[config.mk]
export PLATFORM = sky130hd
export DESIGN_NAME = rgb_stream_arbiter_flat
export DESIGN_NICKNAME = d
export VERILOG_FILES = /design/src/rtl/rgb_stream_arbiter_if.sv /design/src/rtl/rgb_stream_arbiter.sv /design/src/flat_wrapper.sv
export SDC_FILE = /design/constraint.sdc
export NUM_CORES = 1
export LEC_CHECK = 0
export BUFFER_PORTS_ARGS = -buffer_cell sky130_fd_sc_hd__buf_4
export CAP_MARGIN = 20
export CORE_MARGIN = 2
export CORE_UTILIZATION = 37
export CTS_BUF_LIST = sky130_fd_sc_hd__clkbuf_4 sky130_fd_sc_hd__clkbuf_8
export DETAILED_ROUTE_END_ITERATION = 10
export PLACE_DENSITY_LB_ADDON = 0.2
export SLEW_MARGIN = 20
export SYNTH_ARGS = -nofsm -noshare
export SYNTH_HDL_FRONTEND = slang
export SYNTH_SLANG_ARGS = --single-unit
[constraint.sdc]
create_clock -name clk -period 1.6 [get_ports clk]
set_input_delay 0.4 -clock clk [delete_from_list [all_inputs] [get_ports clk]]
set_output_delay 0.4 -clock clk [all_outputs]
set_load 0.1 [all_outputs]
[src/rtl/rgb_stream_arbiter_if.sv]
// Handshake bundle for rgb_stream_arbiter: two pixel sources in, one registered stream out.
// master: the environment (sources and downstream sink). slave: the arbiter.
interface rgb_stream_arbiter_if #(
  parameter int DATA_W = 8
);
  logic              in0_valid;
  logic              in0_ready;
  logic              in0_last;
  logic [DATA_W-1:0] in0_r;
  logic [DATA_W-1:0] in0_g;
  logic [DATA_W-1:0] in0_b;

  logic              in1_valid;
  logic              in1_ready;
  logic              in1_last;
  logic [DATA_W-1:0] in1_r;
  logic [DATA_W-1:0] in1_g;
  logic [DATA_W-1:0] in1_b;

  logic              out_valid;
  logic              out_ready;
  logic              out_last;
  logic              out_src;
  logic [DATA_W-1:0] out_r;
  logic [DATA_W-1:0] out_g;
  logic [DATA_W-1:0] out_b;

  modport master (
    output in0_valid, in0_last, in0_r, in0_g, in0_b,
    input  in0_ready,
    output in1_valid, in1_last, in1_r, in1_g, in1_b,
    input  in1_ready,
    input  out_valid, out_last, out_src, out_r, out_g, out_b,
    output out_ready
  );

  modport slave (
    input  in0_valid, in0_last, in0_r, in0_g, in0_b,
    output in0_ready,
    input  in1_valid, in1_last, in1_r, in1_g, in1_b,
    output in1_ready,
    output out_valid, out_last, out_src, out_r, out_g, out_b,
    input  out_ready
  );
endinterface

[src/rtl/rgb_stream_arbiter.sv]
// Packet-aware two-source round-robin arbiter feeding one registered RGB output stage.
// Optional grant statistics counters: define RGB_STREAM_ARBITER_STATS_EN.
//
// state | meaning
// IDLE  | no packet in flight; grant follows valids, prio breaks ties
// LOCK0 | source 0 owns the output until its last beat is accepted
// LOCK1 | source 1 owns the output until its last beat is accepted
module rgb_stream_arbiter #(
  parameter int DATA_W    = 8,
  parameter bit INIT_PRIO = 1'b0
) (
  input  logic                  clk,
  input  logic                  reset,
  rgb_stream_arbiter_if.slave   bus,
  output logic [15:0]           gnt_cnt0,
  output logic [15:0]           gnt_cnt1
);

  typedef enum logic [1:0] {IDLE, LOCK0, LOCK1} state_t;

  state_t            state;
  state_t            state_nxt;
  logic              prio;
  logic              prio_nxt;
  logic              can_load;
  logic              grant;
  logic              in0_rdy;
  logic              in1_rdy;
  logic              accept;
  logic              acc_last;
  logic [DATA_W-1:0] sel_r;
  logic [DATA_W-1:0] sel_g;
  logic [DATA_W-1:0] sel_b;

  logic              out_valid_q;
  logic              out_last_q;
  logic              out_src_q;
  logic [DATA_W-1:0] out_r_q;
  logic [DATA_W-1:0] out_g_q;
  logic [DATA_W-1:0] out_b_q;

  // State and round-robin priority registers
  always_ff @(posedge clk) begin
    if (reset) begin
      state <= IDLE;
      prio  <= INIT_PRIO;
    end else begin
      state <= state_nxt;
      prio  <= prio_nxt;
    end
  end

  // Grant selection, ready generation and next-state decode
  always_comb begin
    can_load  = ~out_valid_q | bus.out_ready;
    grant     = 1'b0;
    state_nxt = state;
    prio_nxt  = prio;
    case (state)
      // A lone requester wins outright; a tie (or no request) goes to prio.
      IDLE:    grant = (bus.in0_valid ^ bus.in1_valid) ? bus.in1_valid : prio;
      LOCK0:   grant = 1'b0;
      LOCK1:   grant = 1'b1;
      default: grant = 1'b0;
    endcase
    in0_rdy  = can_load & ~grant;
    in1_rdy  = can_load & grant;
    accept   = grant ? (bus.in1_valid & in1_rdy) : (bus.in0_valid & in0_rdy);
    acc_last = grant ? bus.in1_last : bus.in0_last;
    sel_r    = grant ? bus.in1_r : bus.in0_r;
    sel_g    = grant ? bus.in1_g : bus.in0_g;
    sel_b    = grant ? bus.in1_b : bus.in0_b;
    if (accept) begin
      if (acc_last) begin
        // Packet done: hand priority to the other source, re-arbitrate next cycle.
        state_nxt = IDLE;
        prio_nxt  = ~grant;
      end else begin
        state_nxt = grant ? LOCK1 : LOCK0;
      end
    end
  end

  // Output register: load on accept, drain to empty when free, hold under backpressure
  always_ff @(posedge clk) begin
    if (reset) begin
      out_valid_q <= 1'b0;
      out_last_q  <= 1'b0;
      out_src_q   <= 1'b0;
      out_r_q     <= '0;
      out_g_q     <= '0;
      out_b_q     <= '0;
    end else if (accept) begin
      out_valid_q <= 1'b1;
      out_last_q  <= acc_last;
      out_src_q   <= grant;
      out_r_q     <= sel_r;
      out_g_q     <= sel_g;
      out_b_q     <= sel_b;
    end else if (can_load) begin
      out_valid_q <= 1'b0;
    end
  end

  assign bus.in0_ready = in0_rdy;
  assign bus.in1_ready = in1_rdy;
  assign bus.out_valid = out_valid_q;
  assign bus.out_last  = out_last_q;
  assign bus.out_src   = out_src_q;
  assign bus.out_r     = out_r_q;
  assign bus.out_g     = out_g_q;
  assign bus.out_b     = out_b_q;

`ifdef RGB_STREAM_ARBITER_STATS_EN
  logic [15:0] cnt0_q;
  logic [15:0] cnt1_q;

  // Completed-packet counters, wrapping at 16 bits
  always_ff @(posedge clk) begin
    if (reset) begin
      cnt0_q <= 16'd0;
      cnt1_q <= 16'd0;
    end else if (accept && acc_last) begin
      if (grant) cnt1_q <= cnt1_q + 16'd1;
      else       cnt0_q <= cnt0_q + 16'd1;
    end
  end

  assign gnt_cnt0 = cnt0_q;
  assign gnt_cnt1 = cnt1_q;
`else
  assign gnt_cnt0 = 16'd0;
  assign gnt_cnt1 = 16'd0;
`endif

endmodule
[src/flat_wrapper.sv]
// flat-port wrapper written by rule: the top's interface ports become plain ports
module rgb_stream_arbiter_flat 
#(
  parameter int DATA_W    = 8,
  parameter bit INIT_PRIO = 1'b0
)
  (clk, reset, gnt_cnt0, gnt_cnt1, bus_in0_valid, bus_in0_last, bus_in0_r, bus_in0_g, bus_in0_b, bus_in0_ready, bus_in1_valid, bus_in1_last, bus_in1_r, bus_in1_g, bus_in1_b, bus_in1_ready, bus_out_valid, bus_out_last, bus_out_src, bus_out_r, bus_out_g, bus_out_b, bus_out_ready);
  rgb_stream_arbiter_if #(.DATA_W(DATA_W)) bus_i ();
  input  logic clk;
  input  logic reset;
  output logic [15:0] gnt_cnt0;
  output logic [15:0] gnt_cnt1;
  input wire logic [$bits(bus_i.in0_valid)-1:0] bus_in0_valid;
  input wire logic [$bits(bus_i.in0_last)-1:0] bus_in0_last;
  input wire logic [$bits(bus_i.in0_r)-1:0] bus_in0_r;
  input wire logic [$bits(bus_i.in0_g)-1:0] bus_in0_g;
  input wire logic [$bits(bus_i.in0_b)-1:0] bus_in0_b;
  output wire logic [$bits(bus_i.in0_ready)-1:0] bus_in0_ready;
  input wire logic [$bits(bus_i.in1_valid)-1:0] bus_in1_valid;
  input wire logic [$bits(bus_i.in1_last)-1:0] bus_in1_last;
  input wire logic [$bits(bus_i.in1_r)-1:0] bus_in1_r;
  input wire logic [$bits(bus_i.in1_g)-1:0] bus_in1_g;
  input wire logic [$bits(bus_i.in1_b)-1:0] bus_in1_b;
  output wire logic [$bits(bus_i.in1_ready)-1:0] bus_in1_ready;
  output wire logic [$bits(bus_i.out_valid)-1:0] bus_out_valid;
  output wire logic [$bits(bus_i.out_last)-1:0] bus_out_last;
  output wire logic [$bits(bus_i.out_src)-1:0] bus_out_src;
  output wire logic [$bits(bus_i.out_r)-1:0] bus_out_r;
  output wire logic [$bits(bus_i.out_g)-1:0] bus_out_g;
  output wire logic [$bits(bus_i.out_b)-1:0] bus_out_b;
  input wire logic [$bits(bus_i.out_ready)-1:0] bus_out_ready;
  assign bus_i.in0_valid = bus_in0_valid;
  assign bus_i.in0_last = bus_in0_last;
  assign bus_i.in0_r = bus_in0_r;
  assign bus_i.in0_g = bus_in0_g;
  assign bus_i.in0_b = bus_in0_b;
  assign bus_in0_ready = bus_i.in0_ready;
  assign bus_i.in1_valid = bus_in1_valid;
  assign bus_i.in1_last = bus_in1_last;
  assign bus_i.in1_r = bus_in1_r;
  assign bus_i.in1_g = bus_in1_g;
  assign bus_i.in1_b = bus_in1_b;
  assign bus_in1_ready = bus_i.in1_ready;
  assign bus_out_valid = bus_i.out_valid;
  assign bus_out_last = bus_i.out_last;
  assign bus_out_src = bus_i.out_src;
  assign bus_out_r = bus_i.out_r;
  assign bus_out_g = bus_i.out_g;
  assign bus_out_b = bus_i.out_b;
  assign bus_i.out_ready = bus_out_ready;
  rgb_stream_arbiter #(.DATA_W(DATA_W), .INIT_PRIO(INIT_PRIO)) u_core (.clk(clk), .reset(reset), .bus(bus_i), .gnt_cnt0(gnt_cnt0), .gnt_cnt1(gnt_cnt1));
endmodule
; Word level (Yosys, flattened, before mapping)
; Index checks and enable logic that the tools add are counted.
[word_totals]
ff_bits = 30
input_bits = 55
out_inout_bits = 61
word_cells = 31
[op_classes]
n_eq_ne = 1
muxes = 11
bitwise = 8
reduce_logical = 3
[ops]
columns = operator, n
row1 = $mux 8, 3
row2 = $mux 1, 5
row3 = $and 1x1->1, 4
row4 = $mux 2, 2
row5 = $eq 2x2->1 const B, 1
row6 = $logic_not 2->1, 1
row7 = $not 1->1, 2
row8 = $pmux 1 s2, 1
row9 = $reduce_and 2->1, 1
row10 = $reduce_bool 2->1, 1
row11 = $or 1x1->1, 1
row12 = $xor 1x1->1, 1

; Depth between registers and ports, before layout
; Gate-level depths: netlist of the first run.
[logic_depth]
ltp_word = 8
depth_mapped = 6
depth_no_buf = 4

; Worst setup path after synthesis of the first run
; Ideal clock, no wire load.
[synth_path]
path_type = input to output
start = input bus_in1_valid
end = output bus_in0_ready
arrival_time_ps = 2463
t_required_ps = 1200
path_slack_ps = -1263
stages = 5
path_buffers = 2
path_cell_list = or3b_4 -> o311a_1 -> buf_4 -> buf_6 -> nor2_1
[synth_via]
elab_chain_len = 5
[synth_rtl]
columns = element, line_no
row1 = "start, declared", flat_wrapper.sv:19  ; input wire logic [$bits(bus_i.in1_valid)-1:0] bus_in1_valid;
row2 = $xor 1x1->1, rgb_stream_arbiter.sv:61  ; IDLE: grant = (bus.in0_valid ^ bus.in1_valid) ? bus.in1_valid : prio;
row3 = $mux 1 *, rgb_stream_arbiter.sv:61
row4 = $pmux 1 s2 *, rgb_stream_arbiter.sv:59  ; case (state)
row5 = $not 1->1 *, rgb_stream_arbiter.sv:66  ; in0_rdy = can_load & ~grant;
row6 = $and 1x1->1 *, rgb_stream_arbiter.sv:66
row7 = "end, declared", flat_wrapper.sv:18  ; output wire logic [$bits(bus_i.in0_ready)-1:0] bus_in0_ready;
; Every way passes the cells marked *; elsewhere a longest branch is shown, timed or not.

; Worst setup path in the final report of the first run
[layout_path]
start = register u_core.state[1]
end = output bus_in1_ready
[layout_via]
elab_chain_len = 3
elab_cells_between_ends = 4
cone_classes = eq/ne: 1 / mux: 1 / bitwise: 1 / reduce/logical: 1
[layout_rtl]
columns = element, line_no
row1 = "start, declared", rgb_stream_arbiter.sv:21  ; state_t state;
row2 = "start signal, assigned", rgb_stream_arbiter.sv:48  ; state <= state_nxt;
row3 = $eq 2x2->1 or $logic_not 2->1 (tied branches), rgb_stream_arbiter.sv:59
row4 = $pmux 1 s2 *, rgb_stream_arbiter.sv:59
row5 = $and 1x1->1 *, rgb_stream_arbiter.sv:67  ; in1_rdy = can_load & grant;
row6 = "end, declared", flat_wrapper.sv:24  ; output wire logic [$bits(bus_i.in1_ready)-1:0] bus_in1_ready;
; Marks and branches as above.

==> metrics.txt, run 1 <==
number of levels the H-tree was split into 2; CTS root buf clkbuf_8; sequential cell fraction of total power 25.5%; Initial Utilization 38.2%; portion of the post-synthesis area used by sequential elements 33.5%; RePlAce Congestion 0.717; Syn Std Cell Area 1790 um2; Avg WL per Cell 13.8 um; Period Utilization, post-route 114%; Die Span X 73.6 um; per-instance average area after synthesis 8.54 um2; relative contribution of combinational cells to total power 57.6%; number of enable flip-flop cells after synthesis 0; most frequently used flop master after synthesis dfxtp_1; first-pass GRT wire length 7730 um; largest area contributor in the netlist dfxtp_1; synth cell count leaders nand2_1 (52), buf_4 (35), dfxtp_1 (30); post-synthesis instance total 210; number of warning messages in the yosys log 0; number of buffers inserted during clock tree synthesis 5; CTS tree done; post-layout instance count excluding filler cells 353; Core Area 4690 um2; number of placed instances with taps included 344; final HPWL from detailed placement 3280 um; area share of the largest cell type after synthesis 33.5%; net switching power figure 1830 uW; Iter 0 DRT Violations 77; number of library cell types mapped by synthesis 28; Skew-Pair Late Insertion Delay 0.27 ns; Cells on Worst Hold Path 2; initial antenna violation count 0; Setup Viol. Count Final 28; fraction of power spent switching nets 51.4%; global-route usage over all layers 18.6%; Arr. time, crit path 1.43 ns; Layout fillers 459; RSZ-0062 raised after global routing true; pre-CTS WS -0.244 ns; Worst path slowest cell or3b_4; die outline area 5420 um2; Detailed Routing Iterations Pass 1 4; clock sink total 30; count of inserted antenna diode cells 0; total routed wirelength 4870 um; delay of the slowest cell on the worst path 0.38 ns; Hold-fix buffers, CTS 0; total vias in the final route 1685; buffer levels on the longest clock path 2; sequence of cells on the critical path or3b_4 > buf_6 > o311ai_4 > nor2_4 > buf_12; GRT Residual Overflow 0; clock transition time at the flip-flop clock pins of the worst setup and hold paths 0.06 ns; post-layout minimum cycle time 1.83 ns; number of port buffers 83; Worst Setup End Kind output pin; Synth area leaders dfxtp_1 (33%), buf_4 (15%), a311oi_2 (13%); via count of the first global-routing pass 1650; maximum fanout along the worst path 2; maximum number of pins on one net before global-route repair 28; final hold violations 0; internal power 1730 uW; hold endpoint u_core.state[1]; critical register-to-register path endpoint u_core.bus.out_g[4]; worst setup margin -0.225 ns; Worst R2R Start u_core.state[1]; max-cap violation count 0; class of the most critical hold timing path in2reg; Worst Hold Slack 0.349 ns; vias per cell 4.77; layout cell share with drive strength beyond 1 45.2%; leading cell type by number of instances after synthesis nand2_1; P per Cell Area 1370 nW/um2; WP data required 1.20 ns; number of pins exceeding their max-slew limit in the final report 0; largest vdd supply drop 564 uV; part of the power in the clock network 16.9%; status finished with violations; fraction of registers with async set or reset after synthesis 0%; setup slack, reg-to-reg -0.16 ns; fmax 0.548 GHz; Die Height 73.6 um; growth of design area from synthesis to finish 44.9%; number of cells traversed by the worst register-to-register path 7; # IOs 116; category of the worst setup path launch point flip-flop; launching instance or port of the critical path u_core.state[1]; number of antenna-violating nets in the routed design 0; violations in the final reports setup timing; worst clock skew 0.00430 ns; count of standard-cell rows 25; Seq cells post-synth 30; number of remaining DRC errors 0; hold path startpoint bus_in1_last; critical path type reg2out; number of nets in the final layout 354; post-layout total power 3560 uW; Static Leakage 0.00121 uW
-- logic make-up after synthesis --
family	share of synthesized area (%)
simple gates	14.7
compound gates	31.3
buf+inv	20.3
flops	33.5
other cells	0.209
-- worst max-delay path, delay by kind of cell (launching register included) --
kind,cells,cell delay [ns]
AO/OA/AOI/OAI,1,0.09
buffers and inverters,2,0.30
AND/OR/NAND/NOR,2,0.44
flip-flops,1,0.32
-- power groups by stage --
stage          sequential, uW  clock, uW  combinational [uW]
4_1_cts                   909        617                2060
5_1_grt                   925        654                2150
3_3_place_gp              919          0                1940
3_5_place_dp              922          0                1940
2_1_floorplan            1600          0                 953
6_report                  908        600                2050
-- metrics by stage --
step                      utilization [%]  area [um2]  setup TNS (ns)
after global routing                 55.4        2600           -5.06
after floorplan                         -        1940          -0.677
after detailed placement             51.5        2420           -6.04
after CTS                            55.3        2600           -2.57
after global placement               51.5        2420           -5.52
final                                55.4        2600           -2.57
-- registers in the layout, summed over array words and instances, names as in the netlist --
name                  count
u_core.bus.out_b          8
u_core.bus.out_g          8
u_core.bus.out_r          8
u_core.state              2
u_core.bus.out_last       1
u_core.bus.out_src        1
u_core.bus.out_valid      1
u_core.prio               1
-- routing by layer --
| layer | routed length, um | GRT usage [%] | vias up |
|---|---|---|---|
| met5 | 0 | 0 | - |
| met4 | 55 | 6.67 | 0 |
| met3 | 437 | 6.04 | 6 |
| met2 | 2250 | 29.3 | 73 |
| met1 | 2130 | 23.9 | 754 |
| li1 | - | - | 852 |
-- layout by cell type, fill, tap and decap left out --
| cell | Yosys | routed |
|---|---|---|
| o32ai_1 | 1 | 1 |
| nand2b_1 | 3 | 3 |
| a22o_1 | 1 | 1 |
| o31ai_2 | 1 | 1 |
| nor2b_1 | 2 | 1 |
| a31oi_1 | 1 | 1 |
| a311o_1 | 1 | 1 |
| and2_1 | 1 | 1 |
| nor2b_2 | 0 | 1 |
| o311a_4 | 0 | 1 |
| or3b_4 | 1 | 1 |
| a211oi_1 | 1 | 1 |
| a311oi_2 | 16 | 16 |
| nand3_1 | 1 | 1 |
| nand2_1 | 52 | 52 |
| clkbuf_4 | 0 | 2 |
| buf_12 | 0 | 5 |
| dfxtp_4 | 0 | 1 |
| o311ai_4 | 1 | 1 |
| inv_1 | 2 | 2 |
| a21oi_1 | 27 | 27 |
| buf_6 | 4 | 2 |
| dfxtp_1 | 30 | 28 |
| a2bb2oi_1 | 1 | 1 |
| nor2_4 | 0 | 2 |
| clkbuf_8 | 0 | 5 |
| a31o_2 | 1 | 1 |
| dfxtp_2 | 0 | 1 |
| bufbuf_16 | 0 | 1 |
| conb_1 | 1 | 32 |
| a311oi_1 | 9 | 9 |
| nor2_1 | 4 | 2 |
| buf_4 | 35 | 94 |
-- layout make-up --
cell class	instances	area (um2)	area share [%]
Clock buffer	7	83.8	3.22
Inverter	2	7.51	0.289
Timing Repair Buffer	102	861	33.1
Tap cell	54	67.6	2.60
Multi-Input combinational cell	158	975	37.5
Sequential cell	30	606	23.3
-- worst max-delay path by stage --
stage                                endpoint  slack (ns)
after floorplan                 bus_in0_ready       -0.45
after global placement          bus_in0_ready       -0.23
after detailed placement  u_core.bus.out_r[4]       -0.24
after CTS                       bus_in1_ready       -0.24
after global routing            bus_in1_ready       -0.28
final                           bus_in1_ready       -0.23
-- what timing repair did --
| action | 4_1_cts | 5_1_grt |
|---|---|---|
| resized for setup | 12 | 1 |
| endpoints found under the setup margin | 21 | 30 |
| cloned | 1 | 0 |
| pin swaps | 3 | 1 |
| setup buffers | 2 | 0 |
| endpoints found under the hold margin | 0 | 0 |
Power figures use the tool's default switching activity.
==> inputs of run 2 (changes only) <==
--- a/config.mk
+++ b/config.mk
@@ -11,7 +11,8 @@
 export CORE_UTILIZATION = 37
 export CTS_BUF_LIST = sky130_fd_sc_hd__clkbuf_4 sky130_fd_sc_hd__clkbuf_8
 export DETAILED_ROUTE_END_ITERATION = 10
-export PLACE_DENSITY_LB_ADDON = 0.2
+export MAX_ROUTING_LAYER = met4
+export PLACE_DENSITY = 0.74
 export SLEW_MARGIN = 20
 export SYNTH_ARGS = -nofsm -noshare
 export SYNTH_HDL_FRONTEND = slang
==> metrics.txt, run 2 (synthesis gave the netlist of run 1 again) <==
fmax 0.547 GHz; Detailed Routing Iterations Pass 1 4; die outline area 5420 um2; relative contribution of combinational cells to total power 57.1%; P per Cell Area 1370 nW/um2; global-route usage over all layers 17.6%; Core Area 4690 um2; violations in the final reports setup timing; count of standard-cell rows 25; largest vdd supply drop 531 uV; number of buffers inserted during clock tree synthesis 5; hold endpoint u_core.state[1]; total routed wirelength 4510 um; number of pins exceeding their max-slew limit in the final report 0; category of the worst setup path launch point flip-flop; number of levels the H-tree was split into 2; count of inserted antenna diode cells 0; Cells on Worst Hold Path 2; clock sink total 30; setup slack, reg-to-reg -0.07 ns; final HPWL from detailed placement 3280 um; number of placed instances with taps included 342; Worst Setup End Kind output pin; WP data required 1.20 ns; sequential cell fraction of total power 25.9%; class of the most critical hold timing path in2reg; Static Leakage 0.00118 uW; post-layout minimum cycle time 1.83 ns; RePlAce Congestion 0.725; initial antenna violation count 0; Worst Hold Slack 0.353 ns; Setup Viol. Count Final 27; pre-CTS WS -0.244 ns; net switching power figure 1810 uW; growth of design area from synthesis to finish 42.0%; critical path type reg2out; part of the power in the clock network 16.9%; vias per cell 4.97; number of port buffers 83; Initial Utilization 38.2%; most common library cell in the layout ignoring fill and taps buf_4; Iter 0 DRT Violations 70; # IOs 116; Die Span X 73.6 um; via count of the first global-routing pass 1722; final core occ 54.3%; worst setup margin -0.227 ns; most used cells in the layout excluding fill and tap cells buf_4 (91), nand2_1 (52), conb_1 (32); CTS tree done; fraction of power spent switching nets 51.7%; number of nets in the final layout 351; layout cell share with drive strength beyond 1 44.6%; number of cells traversed by the worst register-to-register path 7; final hold violations 0; Die Height 73.6 um; Avg WL per Cell 12.9 um; status finished with violations; Period Utilization, post-route 114%; critical register-to-register path endpoint u_core.bus.out_b[2]; GRT Residual Overflow 0; buffer levels on the longest clock path 2; Skew-Pair Late Insertion Delay 0.27 ns; clock transition time at the flip-flop clock pins of the worst setup and hold paths 0.06 ns; Arr. time, crit path 1.43 ns; RSZ-0062 raised after global routing true; maximum fanout along the worst path 2; Hold-fix buffers, CTS 0; post-layout instance count excluding filler cells 350; number of remaining DRC errors 0; max-cap violation count 0; CTS root buf clkbuf_8; Worst R2R Start u_core.state[1]; setup tns final -1.35 ns; first-pass GRT wire length 7260 um; total vias in the final route 1739; number of antenna-violating nets in the routed design 0; maximum number of pins on one net before global-route repair 29; hold path startpoint bus_in1_last; internal power 1690 uW; worst clock skew 0.00572 ns
## run 2: critical path, cell delays in order, from the launching register on
cell      delay (ns)
dfxtp_2         0.32
or3b_4          0.38
buf_6           0.13
o311ai_4        0.09
nor2_4          0.06
buf_12          0.17
## run 2: final cells by class
class	instances	area, um2
well taps	54	67.6
multi-input cells	158	975
fillers	453	2140
flip-flops and latches	30	606
inverters	2	7.51
repair buffers	99	808
clock buffers	7	83.8
## run 2: what timing repair did
action                     CTS  global route
resized for setup           13             2
pin swaps                    1             0
cloned                       0             0
buffers inserted             1             0
setup endpoints to repair   21            30
## run 2: worst max-delay path by stage
stage	start	to	slack, ns	cells past startpoint
6_report	u_core.state[1]	bus_in1_ready	-0.23	5
5_1_grt	u_core.state[1]	bus_in1_ready	-0.27	5
4_1_cts	u_core.state[1]	bus_in1_ready	-0.23	5
3_5_place_dp	bus_in1_valid	u_core.bus.out_r[4]	-0.24	7
3_3_place_gp	bus_in1_valid	bus_in0_ready	-0.23	5
2_1_floorplan	bus_in1_valid	bus_in0_ready	-0.45	5
## run 2: through the flow
step | instance area, um2 | power, uW
after global placement | 2390 | 2830
after global routing | 2550 | 3650
after floorplan | 1940 | 2550
after CTS | 2540 | 3520
after detailed placement | 2390 | 2850
final | 2550 | 3500
## run 2: power by group through the flow
stage	sequential, uW	combinational (uW)	clock, uW
after floorplan	1600	953	0
after global placement	919	1910	0
after detailed placement	922	1930	0
after CTS	908	2000	611
after global routing	922	2090	640
final	908	2000	593
## run 2: per-layer routing
metal | up-vias | wire (um) | global-route usage (%)
li1 | 846 | - | -
met1 | 815 | 1910 | 20.8
met2 | 71 | 2250 | 28.4
met3 | 7 | 309 | 5.35
met4 | 0 | 47 | 6.06
met5 | - | 0 | -
==> inputs of run 3 (changes only) <==
--- a/config.mk
+++ b/config.mk
@@ -8,11 +8,12 @@
 export BUFFER_PORTS_ARGS = -buffer_cell sky130_fd_sc_hd__buf_4
 export CAP_MARGIN = 20
 export CORE_MARGIN = 2
-export CORE_UTILIZATION = 37
+export CORE_UTILIZATION = 39
 export CTS_BUF_LIST = sky130_fd_sc_hd__clkbuf_4 sky130_fd_sc_hd__clkbuf_8
 export DETAILED_ROUTE_END_ITERATION = 10
+export GPL_ROUTABILITY_DRIVEN = 0
 export MAX_ROUTING_LAYER = met4
-export PLACE_DENSITY = 0.74
+export PLACE_DENSITY = 0.78
 export SLEW_MARGIN = 20
 export SYNTH_ARGS = -nofsm -noshare
 export SYNTH_HDL_FRONTEND = slang
==> metrics.txt, run 3 (synthesis gave the netlist of run 1 again) <==
clock sink total 30; class of the most critical hold timing path in2reg; Initial Utilization 40.9%; count of inserted antenna diode cells 0; number of buffers inserted during clock tree synthesis 5; number of levels the H-tree was split into 2; Arr. time, crit path 1.44 ns; violations in the final reports setup timing; Iter 0 DRT Violations 99; die outline area 5160 um2; Detailed Routing Iterations Pass 1 4; number of nets in the final layout 353; worst setup margin -0.240 ns; final std cell area, no fill 2710 um2; max-cap violation count 0; CTS tree done; Die Height 71.8 um; Die Span X 71.8 um; clock transition time at the flip-flop clock pins of the worst setup and hold paths 0.07 ns; total routed wirelength 4950 um; maximum fanout along the worst path 2; global-route usage over all layers 19.4%; number of antenna-violating nets in the routed design 0; Layout fillers 394; global-route met1 utilization 22.7%; Worst Hold Slack 0.331 ns; largest vdd supply drop 617 uV; Skew-Pair Late Insertion Delay 0.28 ns; GRT Residual Overflow 0; number of remaining DRC errors 0; area of the multi-input gates 1070 um2; busiest layer in global routing met2; Hold-fix buffers, CTS 0; post-layout minimum cycle time 1.84 ns; final HPWL from detailed placement 3420 um; fmax 0.544 GHz; number of port buffers 83; number of pins exceeding their max-slew limit in the final report 0; final hold violations 0; vias per cell 4.94; Worst Setup End Kind output pin; maximum number of pins on one net before global-route repair 28; via count of the first global-routing pass 1663; Setup Viol. Count Final 2; Avg WL per Cell 14.1 um; worst clock skew 0.00812 ns; most used cells in the layout excluding fill and tap cells buf_4 (92), nand2_1 (38), conb_1 (32); initial antenna violation count 0; buffer levels on the longest clock path 2; total area of sequential cells 606 um2; status finished with violations; grt met3 use 4.22%; growth of design area from synthesis to finish 50.8%; layout cell share with drive strength beyond 1 51.0%; RSZ-0062 raised after global routing true; count of standard-cell rows 24; CTS root buf clkbuf_8; Period Utilization, post-route 115%; # IOs 116; total vias in the final route 1729; met2 Resource Use GR 31.7%; category of the worst setup path launch point flip-flop; P per Cell Area 1360 nW/um2; Core Area 4380 um2; Static Leakage 0.00124 uW; dpl cell area 2400 um2; most common library cell in the layout ignoring fill and taps buf_4; WP data required 1.20 ns; critical path type reg2out; first-pass GRT wire length 7620 um
==> run 3: cell types whose count changed in the layout (fill, tap and decap cells not counted), moves of 2 or more <==
cell       change
nand2_1       -14
nand2_2        +7
nand2_4        +7
a311oi_1       -4
a311oi_2       +4
buf_6          -3
clkbuf_16      +2
==> run 3: final cells by class <==
type	count	share of cell area, %
inverters	2	0.278
repair buffers	101	32.1
flip-flops and latches	30	22.4
clock buffers	7	3.33
multi-input cells	158	39.5
well taps	52	2.41
==> run 3: stage by stage <==
step	total power (uW)	std cells	util (%)	setup TNS, ns	setup slack, ns
after CTS	3540	348	57.9	-0.412	-0.250
after global placement	2840	340	54.8	-4.47	-0.236
final	3670	350	61.7	-0.402	-0.240
after global routing	3830	350	61.7	-0.981	-0.291
after detailed placement	2860	340	54.8	-5.89	-0.259
after floorplan	2550	241	-	-0.677	-0.451
==> run 3: path summary, 6_finish.rpt <==
check / startpoint / end / slack [ns] / cells past startpoint
worst max-delay path: u_core.state[1] / bus_in0_ready / -0.24 / 4
worst min-delay path: bus_in1_last / u_core.state[1] / 0.33 / 2
worst min register to register: u_core.bus.out_src / u_core.bus.out_src / 0.51 / 2
worst max register to register: u_core.state[1] / u_core.bus.out_g[3] / 0.02 / 6
==> run 3: layer usage <==
| metal | up-vias | routed length [um] |
|---|---|---|
| met5 | - | 0 |
| met4 | 0 | 68 |
| met3 | 6 | 350 |
| met2 | 76 | 2490 |
| met1 | 796 | 2030 |
| li1 | 851 | - |
==> run 3: report_power, final <==
part,switching [uW],internal (uW)
sequential,62.9,853
combinational,1550,578
clock,272,358
total,1880,1790
==> run 3: repair_timing <==
item	CTS	global route
pin swaps	1	22
resized for setup	9	30
setup endpoints to repair	2	28
gates cloned	0	2
setup buffers	1	0
==> run 3: worst max-delay path, cell delays in order (launching register included) <==
cell and delay [ns]:
dfxtp_2 0.33, or3b_4 0.39, o311a_4 0.16, nor2_4 0.10, buf_12 0.18
